$ cat src/rtl/click_decoder.sv
// click_decoder: groups debounced press pulses into single/double/triple click events.
//
// A group opens on the first pulse and stays open while pulses keep arriving within
// WINDOW cycles of each other. It closes, and its click count is pushed into a small
// event FIFO, when WINDOW cycles pass with no pulse or when MAX_CLICKS is reached.
//
// Ports:
//   clk        system clock, rising edge
//   reset      asynchronous active-high reset, clears all state
//   in_pulse   debounced press pulse, one cycle wide
//   evt_valid  FIFO head is valid
//   evt_code   head event: 1=single, 2=double, 3=triple (0 when empty)
//   evt_ready  consumer accepts the head when evt_valid && evt_ready
//   evt_level  FIFO occupancy, 0..DEPTH
//   overflow   sticky: an event was dropped because the FIFO was full
module click_decoder #(
  parameter int unsigned WINDOW     = 25_000_000,
  parameter int unsigned TW         = 25,
  parameter int unsigned MAX_CLICKS = 3,
  parameter int unsigned DEPTH      = 4
) (
  input  logic                     clk,
  input  logic                     reset,
  input  logic                     in_pulse,
  output logic                     evt_valid,
  output logic [1:0]               evt_code,
  input  logic                     evt_ready,
  output logic [$clog2(DEPTH):0]   evt_level,
  output logic                     overflow
);

  localparam int unsigned AW = $clog2(DEPTH);
  localparam int unsigned LW = AW + 1;
  localparam logic [TW-1:0] TimeoutVal = TW'(WINDOW - 1);
  localparam logic [1:0]    MaxCode    = 2'(MAX_CLICKS);
  localparam logic [LW-1:0] FullLevel  = LW'(DEPTH);

  typedef enum logic {StIdle, StCount} state_e;

  state_e        state_q, state_d;
  logic [1:0]    clicks_q, clicks_d;
  logic [TW-1:0] timer_q, timer_d;
  logic          push;
  logic [1:0]    push_code;

  // Group-forming FSM
  always_ff @(posedge clk or posedge reset) begin
    if (reset) begin
      state_q  <= StIdle;
      clicks_q <= '0;
      timer_q  <= '0;
    end else begin
      state_q  <= state_d;
      clicks_q <= clicks_d;
      timer_q  <= timer_d;
    end
  end

  always_comb begin
    state_d   = state_q;
    clicks_d  = clicks_q;
    timer_d   = timer_q;
    push      = 1'b0;
    push_code = 2'd0;
    unique case (state_q)
      StIdle: begin
        if (in_pulse) begin
          if (MAX_CLICKS == 1) begin
            push      = 1'b1;
            push_code = 2'd1;
          end else begin
            state_d  = StCount;
            clicks_d = 2'd1;
            timer_d  = '0;
          end
        end
      end
      StCount: begin
        // A pulse on the timeout cycle wins: it is counted and the window restarts.
        if (in_pulse) begin
          clicks_d = clicks_q + 2'd1;
          timer_d  = '0;
          if (clicks_d == MaxCode) begin
            push      = 1'b1;
            push_code = clicks_d;
            state_d   = StIdle;
            clicks_d  = 2'd0;
          end
        end else if (timer_q == TimeoutVal) begin
          push      = 1'b1;
          push_code = clicks_q;
          state_d   = StIdle;
          clicks_d  = 2'd0;
          timer_d   = '0;
        end else begin
          timer_d = timer_q + 1'b1;
        end
      end
      default: state_d = StIdle;
    endcase
  end

  // Event FIFO
  logic [1:0]    mem_q [DEPTH];
  logic [AW-1:0] rd_ptr_q, wr_ptr_q;
  logic [LW-1:0] level_q;
  logic          overflow_q;
  logic          full, pop, do_push, drop;

  assign full    = (level_q == FullLevel);
  assign pop     = evt_valid && evt_ready;
  // A simultaneous pop frees the slot, so push is legal even when full.
  assign do_push = push && (!full || pop);
  assign drop    = push && full && !pop;

  always_ff @(posedge clk or posedge reset) begin
    if (reset) begin
      for (int i = 0; i < DEPTH; i++) mem_q[i] <= 2'd0;
      rd_ptr_q   <= '0;
      wr_ptr_q   <= '0;
      level_q    <= '0;
      overflow_q <= 1'b0;
    end else begin
      if (do_push) begin
        mem_q[wr_ptr_q] <= push_code;
        wr_ptr_q        <= wr_ptr_q + 1'b1;
      end
      if (pop) rd_ptr_q <= rd_ptr_q + 1'b1;
      level_q <= level_q + LW'(do_push) - LW'(pop);
      if (drop) overflow_q <= 1'b1;
    end
  end

  assign evt_valid = (level_q != '0);
  assign evt_code  = evt_valid ? mem_q[rd_ptr_q] : 2'd0;
  assign evt_level = level_q;
  assign overflow  = overflow_q;

endmodule

$ cat config.mk
export PLATFORM = sky130hd
export DESIGN_NAME = click_decoder
export DESIGN_NICKNAME = d
export VERILOG_FILES = /design/src/rtl/click_decoder.sv
export SDC_FILE = /design/constraint.sdc
export NUM_CORES = 1
export LEC_CHECK = 0
export BUFFER_PORTS_ARGS = -buffer_cell sky130_fd_sc_hd__buf_2
export CAP_MARGIN = 20
export CORE_UTILIZATION = 55
export CTS_BUF_LIST = sky130_fd_sc_hd__clkbuf_2 sky130_fd_sc_hd__clkbuf_4 sky130_fd_sc_hd__clkbuf_8
export DETAILED_ROUTE_END_ITERATION = 8
export PLACE_DENSITY_LB_ADDON = 0.2
export SLEW_MARGIN = 20
export SYNTH_ARGS = -nofsm -noshare
export SYNTH_HDL_FRONTEND = slang
export SYNTH_SLANG_ARGS = --single-unit
$ cat constraint.sdc
create_clock -name clk -period 4.1 [get_ports clk]
set_input_delay 0 -clock clk [delete_from_list [all_inputs] [get_ports clk]]
set_output_delay 0 -clock clk [all_outputs]
set_load 0.05 [all_outputs]
# Word level (Yosys, flattened, before mapping)
# Index checks and enable logic that the tools add are counted.
[word_totals]
register_bits = 44
input_bits = 4
output_inout_bits = 7
wordCells = 67
[classes]
add_sub_neg = 6
n_lt_le_gt_ge = 3
eq_ne = 5
mux = 29
bitwise = 3
n_reduce_logical = 10
[ops]
columns = ["operator", "count"]
rows = [
  ["two-way mux 25 bit", 3],
  ["one-hot mux 25 bit (2 select lines)", 1],
  ["adder 25 x 1 -> 25 bit (second input constant)", 1],
  ["== test 25 bit (second input constant)", 1],
  ["two-way mux 2 bit", 12],
  ["bitwise mux 8 bit", 1],
  ["two-way mux 1 bit", 8],
  ["adder 2 x 1 -> 2 bit (second input constant)", 3],
  ["greater-or-equal comparator 3 bit (second input constant)", 2],
  ["NOT 2 -> 3 bit", 2],
  ["logical AND 1 bit", 5],
  ["binary-select mux 2 bit (select 2 bit)", 1],
  ["demux 2 bit (select 2 bit)", 1],
  ["one-hot mux 2 bit (2 select lines)", 1],
  ["adder 3 x 1 -> 3 bit", 1],
  ["== test 3 bit (second input constant)", 1],
  ["< comparator 3 x 1 -> 1 bit (second input constant)", 1],
  ["!= test 3 x 2 -> 1 bit (second input constant)", 1],
  ["nonzero test 3 bit", 1],
  ["subtractor 3 x 1 -> 3 bit", 1],
  ["== test 2 bit (second input constant)", 1],
  ["zero test 1 bit", 2],
  ["!= test 2 bit (second input constant)", 1],
  ["one-hot mux 1 bit (2 select lines)", 1],
  ["other kinds (3)", 3],
]

# Depth between registers and ports, before layout
[depth]
ltp_word = 8
depth_mapped = 11
mapped_depth_nobuf = 11

# Worst setup path before layout
# OpenSTA, ideal clock, no wires.
[synth_path]
path_kind = "reg2reg"
from = "register timer_q[7]"
to = "register level_q[2] (netlist: evt_level[2])"
setup_ns = 0.141
arrival_time_ns = 2.780
t_required_ns = 3.959
path_slack_ns = 1.179
stages_incl_launch_ff = 11
path_buffers = 0
period_less_slack_ns = 2.921
path_cell_list = "dfrtp_1 -> or4b_4 -> nor4_4 -> a31oi_2 -> nand2b_4 -> ha_1 -> inv_1 -> ha_1 -> fa_1 -> xor2_1 -> xnor2_1"
[synth_via]
elab_chain_len = 7
[synth_rtl]
columns = ["item", "line_no", "text"]
rows = [
  ["from (decl)", "42", "logic [TW-1:0] timer_q, timer_d;"],
  ["from (signal assigned)", "55", "timer_q <= timer_d;"],
  ["== test 25 bit", "89", "end else if (timer_q == TimeoutVal) begin"],
  ["two-way mux 1 bit", "89", ""],
  ["two-way mux 1 bit", "80", "if (in_pulse) begin"],
  ["two-way mux 1 bit", "65", "unique case (state_q)"],
  ["logical AND 1 bit", "113", "assign do_push = push && (!full || pop);"],
  ["adder 3 x 1 -> 3 bit", "129", "level_q <= level_q + LW'(do_push) - LW'(pop);"],
  ["subtractor 3 x 1 -> 3 bit", "129", ""],
  ["to (signal assigned)", "129", ""],
  ["to (decl)", "106", "logic [LW-1:0] level_q;"],
]
# No other way between the ends.
# A chain may end at the register's enable or synchronous reset.

# Final worst setup path
# Same ends and word-level chain as after synthesis.

==> results.yml <==
status:
  status: "finished, final reports clean"
cells_and_area:
  multiInputGateArea_sq_mm: 0.00134
  layout_commonest_cell: "dfrtp_1"
  fillers: 372
  synthToLayoutAreaGrowth_pct: 7.01
  antenna_cells: 0
  seq_area_sq_mm: 0.00110
  layout.nets: 278
  drive_above_1_share: 0.166
  mostFrequentLayoutCells: "dfrtp_1, nand2_1, nand3_1, nor2_1, nand4_1"
clock_network:
  cts_buffer_depth: 2
  clock_tree.root_cell: "clkbuf_8"
  cts_tree: "built"
  clkTransAtPathRegs_ps: 80
  clock_latency_ps: 290
  cts_setup_buffers: 0
  cts.sinks: 44
  cts_inserted_buffers: 5
  cts_htree_levels: 2
sta:
  rsz0062_at_grt: "no"
  finalSetupTns_ps: 0
  worst_slack_ps: 1040
  drv_slew: 0
  fmax_mhz: 327
  fin_crit_ps: 3060
  relSlewSlack: 0.384
  worstMarginPinSlew_ps: 922
  fin_skew_ps: 7.03
  finalCritPeriodShare: 0.745
  setup_viol: 0
  hold_viol: 0
pwr:
  swShare: 0.354
  power.total_uw: 1290
  p_seq_frac: 0.448
  p_comb_frac: 0.309
  clkPwrFrac: 0.243
  powerDensity_mw_per_mm2: 477
  power_switching_uw: 458
  p_leak_uw: 0.00117
  vdd_drop_max_v: 0.000201
  p_int_uw: 837
worst_hold_path:
  holdCritPathClass: "in2reg"
  holdPathStages: 4
critical_path:
  r2r-end: "evt_level[2]"
  start_kind: "flip-flop"
  worstSetupEndpoint: "evt_level[2]"
  path_class: "reg2reg"
  cp.arrival_ps: 3240
  critPathRequiredTime_ps: 4290
  r2r_cells: 10
  rrSetupSlack_ps: 1040
  reg2reg_from: "timer_q[7]"
  end_kind: "flip-flop"
  crit_path_start: "timer_q[7]"
  critPathMaxFanout: 6
route:
  vias: 1964
  vias_per_cell: 6.20
  ant_nets: 0
  drt_iter0_markers: 133
  firstDrtPassIters: 5
  routed_wl_um: 5340
  wl_per_cell_um: 16.8
  drc_errors: 0
yosys:
  synth_edf_count: 0
  synth_warnings: 0
  synth_top_area_cell: "dfrtp_1"
  synthTopCellsByArea: "dfrtp_1, nand2_1, mux2_2"
  synthCells: 256
  yosysTopAreaCellShare: 0.434
  ys_seq_area_frac: 0.434
  synth.ff_latch_count: 44
  ys.flop_type: "dfrtp_1"
  synth-async-reset-ratio: 1.00
  synth_fp_nets: 268
  synth.avg_cell_area_sq_um: 9.90
  yosysUniqueCellTypes: 54
  syn-cell-area_sq_mm: 0.00253
grt:
  grt_pass1_vias: 1901
  grt_pass1_wl_um: 9010
  grt_start_max_net_pins: 45
  grt_use_total: 0.234
  antenna_found_initial: 0
  grt_overflow: 0
floorplanning:
  die_width_um: 69.9
  pin_count: 11
  rows: 24
  die_h_um: 69.9
  coreArea_sq_mm: 0.00438
  dieArea_sq_mm: 0.00488
  start_util: 0.578
flow_run:
  maxCapViolCount: 0
placed_design:
  port_buffers: 10
  routabilityCongestion: 0.895
  dp_slack_ps: 1050
  dp_hpwl_um: 3750
worst max-delay path, stage by stage (launching register included):
cell and delay, ps:
dfrtp_1 440, or4b_4 570, nor4_4 350, a31oi_2 220, nand2b_4 210, ha_1 270, inv_1 40, ha_1 180
fa_1 370, xor2_1 160, xnor2_1 120
timing repair:
item	in CTS	in global routing
gates resized for setup	0	0
hold buffers	1	0
endpoints found under the hold margin	44	0
sequential cells by signal, summed over array words and instances, names as in the netlist:
register and count:
mem_q 8, state_q 1, wr_ptr_q 2, evt_level 3
overflow 1, rd_ptr_q 2, clicks_q 2, timer_q 25
cells in the mapped netlist, types with 2 or more instances:
master / n
nor4_4: 2
or2_2: 2
and2_1: 6
o211ai_1: 2
ha_1: 7
nand4_1: 12
a22o_1: 3
o21ai_0: 10
clkbuf_1: 5
mux2_2: 9
nor2_1: 15
nor4b_1: 3
o31ai_1: 2
a31oi_2: 2
xor2_1: 6
nor3_1: 3
and3_1: 4
nand2_1: 28
nor2b_1: 2
inv_1: 12
and4_1: 3
dfrtp_1: 44
xnor2_1: 4
mux4_2: 2
a31oi_1: 10
nor3b_1: 3
nand3_1: 16
nor4_1: 2
or3_1: 4
buf_6: 2
a21oi_1: 8
how the worst min path moves through the flow:
stage	endpoint	slack [ps]	startpoint
4_1_cts	overflow	6	evt_ready
5_1_grt	overflow	30	evt_ready
3_5_place_dp	mem_q[6]	260	reset
3_3_place_gp	timer_q[20]	260	reset
2_1_floorplan	overflow	180	evt_ready
6_report	overflow	4	evt_ready
power groups by stage:
stage                     clock (uW)  sequential [uW]  combinational, uW
after detailed placement           0              590                400
after CTS                        323              582                404
final                            315              580                400
after global routing             336              596                436
after global placement             0              588                390
after floorplan                    0              637                261
final cells by class:
class / instances / share of cell area
Clock buffer: 5 / 0.0254
Clock inverter: 1 / 0.0111
Inverter: 12 / 0.0166
Multi-Input combinational cell: 191 / 0.492
Sequential cell: 44 / 0.406
Tap cell: 52 / 0.0240
Timing Repair Buffer: 12 / 0.0249
logic make-up after synthesis:
kind of cell,count (synthesis),share of synthesized area
fa+ha+maj,8,0.0424
flops,44,0.434
simple gates,115,0.262
mux,13,0.0676
compound gates,45,0.120
xor+xnor,10,0.0345
buf+inv,21,0.0390
routing by layer:
metal / routed length (um) / share of wire / vias up / track usage
met3: 204 / 0.038 / 9 / 0.0462
met2: 2510 / 0.47 / 53 / 0.374
met4: 72 / 0.013 / 0 / 0.0800
met1: 2550 / 0.48 / 948 / 0.318
met5: 0 / 0 / - / 0
li1: - / - / 954 / -
through the flow:
stage / util / instance area (sq um) / instances / hold slack (ps)
detailed placement: 0.594 / 2600 / 310 / 262
finish: 0.619 / 2710 / 317 / 4.41
global route: 0.619 / 2710 / 317 / 27.1
global placement: 0.594 / 2600 / 310 / 264
floorplan: - / 2530 / 256 / 183
CTS: 0.619 / 2710 / 317 / 6.02
No activity file was read; power rests on OpenSTA's default activity.
